**config.mk**
```make
export PLATFORM = sky130hd
export DESIGN_NAME = rr_grant_scheduler
export DESIGN_NICKNAME = d
export VERILOG_FILES = /design/src/rtl/rr_grant_scheduler.sv
export SDC_FILE = /design/constraint.sdc
export NUM_CORES = 1
export LEC_CHECK = 0
export CORE_ASPECT_RATIO = 1.1
export CORE_MARGIN = 1
export CORE_UTILIZATION = 37
export CTS_BUF_LIST = sky130_fd_sc_hd__clkbuf_8
export DETAILED_ROUTE_END_ITERATION = 16
export SYNTH_ARGS = -nofsm -noshare
export SYNTH_HDL_FRONTEND = slang
export SYNTH_SLANG_ARGS = --single-unit
```
**constraint.sdc**
```tcl
create_clock -name clk -period 5.4 [get_ports clk]
set_input_delay 0.81 -clock clk [delete_from_list [all_inputs] [get_ports clk]]
set_output_delay 0.81 -clock clk [all_outputs]
set_load 0.01 [all_outputs]
```
**src/rtl/rr_grant_scheduler.sv**
```systemverilog
// Round-robin grant scheduler: registered one-hot grant held until done.
// Define ARB_TIMEOUT_EN to force release after max_hold cycles in BUSY.
module rr_grant_scheduler #(
    parameter int req_count = 4,
    parameter int max_hold = 16,
    localparam int idx_width = $clog2(req_count)
) (
    input  logic                 clk,
    input  logic                 reset,
    input  logic                 enable,
    input  logic [req_count-1:0] req,
    input  logic                 done,
    output logic [req_count-1:0] grant,
    output logic [idx_width-1:0] grant_idx,
    output logic                 grant_valid,
    output logic                 timeout
);

    typedef enum logic [1:0] {
        IDLE,
        BUSY,
        RELEASE
    } state_t;

    localparam logic [idx_width:0] wrap = (idx_width+1)'(req_count);
    localparam logic [idx_width-1:0] last = idx_width'(req_count - 1);
    localparam logic [req_count-1:0] one = req_count'(1);

    state_t               state;
    logic [idx_width-1:0] ptr;
    logic [req_count-1:0] rot;
    logic [idx_width:0]   sum;
    logic [idx_width-1:0] win;
    logic [idx_width-1:0] nxt_ptr;
    logic                 found;
    logic                 expire;

    // Rotate so ptr lands at bit 0, take the lowest set bit, then unrotate.
    always_comb begin
        rot = req_count'({req, req} >> ptr);
        found = 1'b0;
        sum = '0;
        for (int i = req_count - 1; i >= 0; i--) begin
            if (rot[i]) begin
                found = 1'b1;
                sum = (idx_width+1)'(i);
            end
        end
        sum = sum + {1'b0, ptr};
        if (sum >= wrap) begin
            sum = sum - wrap;
        end
        win = sum[idx_width-1:0];
    end

    assign nxt_ptr = (grant_idx == last) ? '0 : grant_idx + 1'b1;

    always_ff @(posedge clk or posedge reset) begin
        if (reset) begin
            state       <= IDLE;
            ptr         <= '0;
            grant       <= '0;
            grant_idx   <= '0;
            grant_valid <= 1'b0;
        end else begin
            unique case (state)
                IDLE, RELEASE: begin
                    if (enable && found) begin
                        state       <= BUSY;
                        grant       <= one << win;
                        grant_idx   <= win;
                        grant_valid <= 1'b1;
                    end else begin
                        state <= IDLE;
                    end
                end
                BUSY: begin
                    if (done || expire) begin
                        state       <= RELEASE;
                        ptr         <= nxt_ptr;
                        grant       <= '0;
                        grant_idx   <= '0;
                        grant_valid <= 1'b0;
                    end
                end
                default: begin
                    state       <= IDLE;
                    grant       <= '0;
                    grant_idx   <= '0;
                    grant_valid <= 1'b0;
                end
            endcase
        end
    end

`ifdef ARB_TIMEOUT_EN
    localparam int cnt_width = $clog2(max_hold + 1);

    logic [cnt_width-1:0] cnt;

    assign expire = (state == BUSY) && (cnt == cnt_width'(max_hold - 1));

    // Counter is zero on the first BUSY cycle since BUSY is always
    // entered from a non-BUSY state.
    always_ff @(posedge clk or posedge reset) begin
        if (reset) begin
            cnt     <= '0;
            timeout <= 1'b0;
        end else begin
            timeout <= expire && !done;
            if (state == BUSY) begin
                cnt <= cnt + 1'b1;
            end else begin
                cnt <= '0;
            end
        end
    end
`else
    assign expire  = 1'b0;
    assign timeout = 1'b0;
`endif

endmodule

```
Word level (Yosys, flattened, before mapping). Index checks and enable logic that the tools add are counted.

Flip-flop bits (word level): 11. Input bits: 8. Output and inout port bits: 8. Logic and storage cells: 43.

Add/sub/neg operators: 3. Order comparisons: 1. Equality and inequality tests: 5. Shift-type cells: 2. Mux-type cells: 22. Reductions and logical operators: 5.

Operators with widths (count): $mux 2 (7); $mux 4 (2); $pmux 2 s2 (2); $pmux 4 s2 (1); $shr 8x2->4 (1); $mux 1 (7); $mux 3 (2); $eq 2x2->1 const B (2); $ne 2x2->1 const B (2); $reduce_and 2->1 (2); $shl 1x2->4 const A (1); $add 3x2->3 (1); $ge 3x3->1 const B (1); $add 2x1->2 const B (1); $eq 2x1->1 const B (1); $logic_not 2->1 (1); $pmux 1 s2 (1); $reduce_or 2->1 (1); $sub 2x1->2 const B (1); $logic_and 1x1->1 (1).

Longest topological paths before layout.
Depth after elaboration: 11. Depth in mapped cells: 9. Mapped depth without buffers: 8.

Worst setup path after synthesis. Ideal clock, no wire load.

Kind: input -> register. Start point: in req[0]. End point: reg grant[0]. Library setup time: 0.095 ns. Data arrival time: 2.435 ns. Required time: 5.305 ns. Setup slack: 2.870 ns. Stages: 8. Buffers on the path: 1. Path through: buf_6 -> or3b_2 -> a21oi_1 -> a21oi_1 -> o221ai_1 -> ha_1 -> or3_1 -> o31ai_1.

Word-level cells in the longest chain between the ends: 11. Elaborated cells on any way between the ends: 19. Classes of those cells: add/sub (2); order compare (1); eq/ne (1); shift (2); mux (11); reduce/logical (2).

RTL lines: from (decl) (line 11) `input logic [req_count-1:0] req,`; $shr 8x2->4 * (line 40) `rot = req_count'({req, req} >> ptr);`; $mux 2 (2 in a row) (line 44) `if (rot[i]) begin`; $mux 3 (2 in a row) (line 44); $add 3x2->3 (line 49) `sum = sum + {1'b0, ptr};`; $ge 3x3->1 or $sub 2x1->2 (tied branches) (line 50, 51); $mux 2 (line 50) `if (sum >= wrap) begin`; $shl 1x2->4 (line 70) `grant <= one << win;`; $mux 4 (line 68) `if (enable && found) begin`; $pmux 4 s2 (line 66) `unique case (state)`; to (signal assigned) (line 70); to (decl) (line 13) `output logic [req_count-1:0] grant,`.

Every way passes the cells marked *; elsewhere a longest branch is shown, timed or not. The select of a mux whose other input is x is not followed. A chain may end at the register's enable or synchronous reset.

Worst setup path after layout.
Start point: in req[1]. End point: reg grant[2].

The elaborated chain is that of the path after synthesis.

==> summary.txt <==
Clocking
  – CTS Hold Bufs: 0
  – Worst-Skew Late Latency: 0.24 ns
  – Clock Pin Slew Worst Setup and Hold Paths: 0.05 ns
  – Num CTS Buffers: 3
  – CTS max path bufs: 2
  – Post-cts gate resize count: 0
  – TritonCTS clock tree: built
  – Clock root cell: clkbuf_8
  – CTS Sinks: 11
  – Post-CTS Setup Inserts: 0
  – Htree depth: 1

Place
  – Placer congestion estimate: 0.7682
  – Hpwl dp: 1070 µm
  – Number of port buffers: 14
  – Placed cell areas: 829.5 µm²

Routing
  – Initial DRC count: 11
  – Routed Antenna Nets: 0
  – Via count: 607
  – Total DRC errors in the routed layout: 2
  – Detailed Routing Iterations Pass 1: 10
  – Vias/cell: 5.569
  – Routed wire length: 1437 µm
  – Post-DR wirelength/cell: 13.18 µm

Global routing
  – Largest net degree at the start of global routing: 13
  – Overflow after GRT: 0
  – Vias in the first global route: 552
  – Initial antenna violation count: 0
  – Global-route wire length before repair: 2401 µm
  – GRT Total Usage: 0.1566

Floorplanning
  – Initial Utilization: 0.3919
  – Ports: 16
  – Row count: 16
  – Core Area: 1782 µm²
  – Die width: 43.42 µm
  – DIE AREA: 2065 µm²
  – Die span in y: 47.56 µm

Finish
  – P&R area growth vs syn: 25.27%
  – Final instance area: 874.6 µm²
  – Final Net Count: 102
  – Antenna diodes: 0
  – Share of cells above drive strength 1: 0.08791
  – Fin util: 0.4909

Timing
  – Final Hold Vio Count: 0
  – RSZ-0062 raised after global routing: no
  – Slew Limit Fails: 0
  – Slew margin rel.: 0.6002
  – Max Freq: 336.1 MHz
  – Period utilisation layout: 0.5510
  – Tmin final: 2.975 ns
  – Setup violators final: 0
  – Clock skew: 0.003176 ns
  – Slew @ Worst Pin: 0.5920 ns
  – Hold_ws: 0.4908 ns
  – Setup TNS: 0 ns

Worst setup path
  – Crit-path max cell delay: 0.61 ns
  – R2r worst-path depth: 7
  – Req. time, crit path: 5.54 ns
  – RR Startpoint: ptr[0]
  – RR Endpoint: grant[2]
  – Arr. time, crit path: 3.11 ns
  – Crit-path slowest cell: clkdlybuf4s50_1
  – Worst path buffer plus inverter count: 1
  – Top cell by count, worst path: a21oi_1
  – Kind of critical path: in2reg
  – Worst setup SP type: input pin
  – Worst reg2reg setup slack: 3.11 ns
  – Crit-path cells: clkdlybuf4s50_1 > or3b_2 > a21oi_1 > a21oi_1 > o221ai_1 > ha_1 > or3_1 > o31ai_1
  – Worst setup EP type: flip-flop
  – Family with the most delay on the worst path: simple AND/OR/NAND/NOR gates
  – CP Max Fanout: 9

Synth
  – Dominant synthesized flop cell: dfrtp_1
  – Post-synth top area share: 0.3943
  – Synthesized cell area: 698.2 µm²
  – Cell variety after synth: 34
  – Synth top area cells: dfrtp_1 (39%), nand2_1 (7.5%), o31ai_1 (6.5%)
  – Syn_nets: 87
  – Cell taking the most area after synthesis: dfrtp_1
  – Mapped Avg Cell Area: 9.067 µm²
  – Sequential-to-total area share from yosys stat: 0.3943
  – Most frequent cell after synthesis: nand2_1
  – Register bit total from synthesis: 11
  – Synthesized instance count: 77
  – Ys Warns: 0
  – Async S/R FF share, synth: 1.000
  – Number of synthesized flops with an enable pin: 0
  – Synth top cells by count: nand2_1 (14), dfrtp_1 (11), o31ai_1 (6)

Worst hold path
  – Path category of the worst min-delay check: reg2reg
  – Hold EP: grant[2]
  – Hold_sp: grant[2]
  – Hold depth: 2

Pwr
  – P per Cell Area: 461.9 nW/µm²
  – VDD IR max: 0.2511 mV
  – Leak Pwr: 0.0003966 µW

Run status
  – Status: complete, but fails checks
  – Failing checks: DRC

Job
  – Max Cap Viol: 0
how the worst max path moves through the flow:
| stage | cells after the start | from | slack [ns] | to |
|---|---|---|---|---|
| floorplan | 8 | req[0] | 2.87 | grant[0] |
| global placement | 8 | req[1] | 2.24 | grant[2] |
| detailed placement | 8 | req[1] | 2.20 | grant[2] |
| CTS | 8 | req[1] | 2.42 | grant[2] |
| global route | 9 | req[1] | 2.24 | grant[3] |
| finish | 8 | req[1] | 2.42 | grant[2] |
power breakdown:
part	leakage [µW]	switching, µW	total, µW	internal (µW)
sequential	0.000142	34.8	148	113
combinational	0.000228	83.2	177	93.9
clock	0.0000269	29.7	79.5	49.8
cells by family after synthesis:
group,Yosys count,share of synthesized area
muxes,2,0.03047
and+or+nand+nor,33,0.2634
DFF,11,0.3943
adders and majority gates,2,0.03584
AOI/OAI and AO/OA,19,0.1918
buffers and inverters,8,0.06629
other,1,0.005371
xor gates and xnor gates,1,0.01255
worst min-delay path, cell delays in order (launching register included):
cell,delay [ns]
dfrtp_1,0.34
nand2_1,0.05
o31ai_1,0.06
registers in the layout (all words and copies together) (netlist names):
name,count
grant,4
grant_idx,2
grant_valid,1
ptr,2
state,2
stage by stage:
| stage | setup WS (ns) | std cells | total power [µW] |
|---|---|---|---|
| finish | 2.425 | 109 | 404.0 |
| detailed placement | 2.199 | 105 | 324.5 |
| global route | 2.239 | 109 | 437.1 |
| global placement | 2.238 | 105 | 322.6 |
| floorplan | 2.870 | 77 | 260.2 |
| CTS | 2.421 | 109 | 406.3 |
cell type report:
cell class | count | area, µm²
Inverter | 4 | 15.01
Clock inverter | 1 | 3.754
Clock buffer | 3 | 41.29
Timing Repair Buffer | 14 | 140.1
Multi-Input combinational cell | 58 | 376.6
Sequential cell | 11 | 275.3
Tap cell | 18 | 22.52
Fill cell | 167 | 907.1
placed cells by master (no fill, tap or decap), types with 2 or more instances in the layout:
cell and n:
a21oi_1 2, clkbuf_8 3, ha_1 2, nand3b_1 2
nor4_1 2, dfrtp_1 11, or3b_2 2, o21ai_0 3
nand2_1 14, inv_1 5, clkdlybuf4s50_1 14, and2b_1 2
nor2_1 3, o21a_1 2, o31ai_1 6
routing by layer:
| metal | vias to the layer above | routed length [µm] | global-route usage |
|---|---|---|---|
| met5 | - | 0 | 0 |
| met4 | 0 | 12 | 0.03750 |
| met3 | 2 | 74 | 0.04151 |
| met2 | 14 | 666 | 0.2606 |
| met1 | 289 | 684 | 0.2071 |
| li1 | 302 | - | - |
No activity file was read; power rests on OpenSTA's default activity.
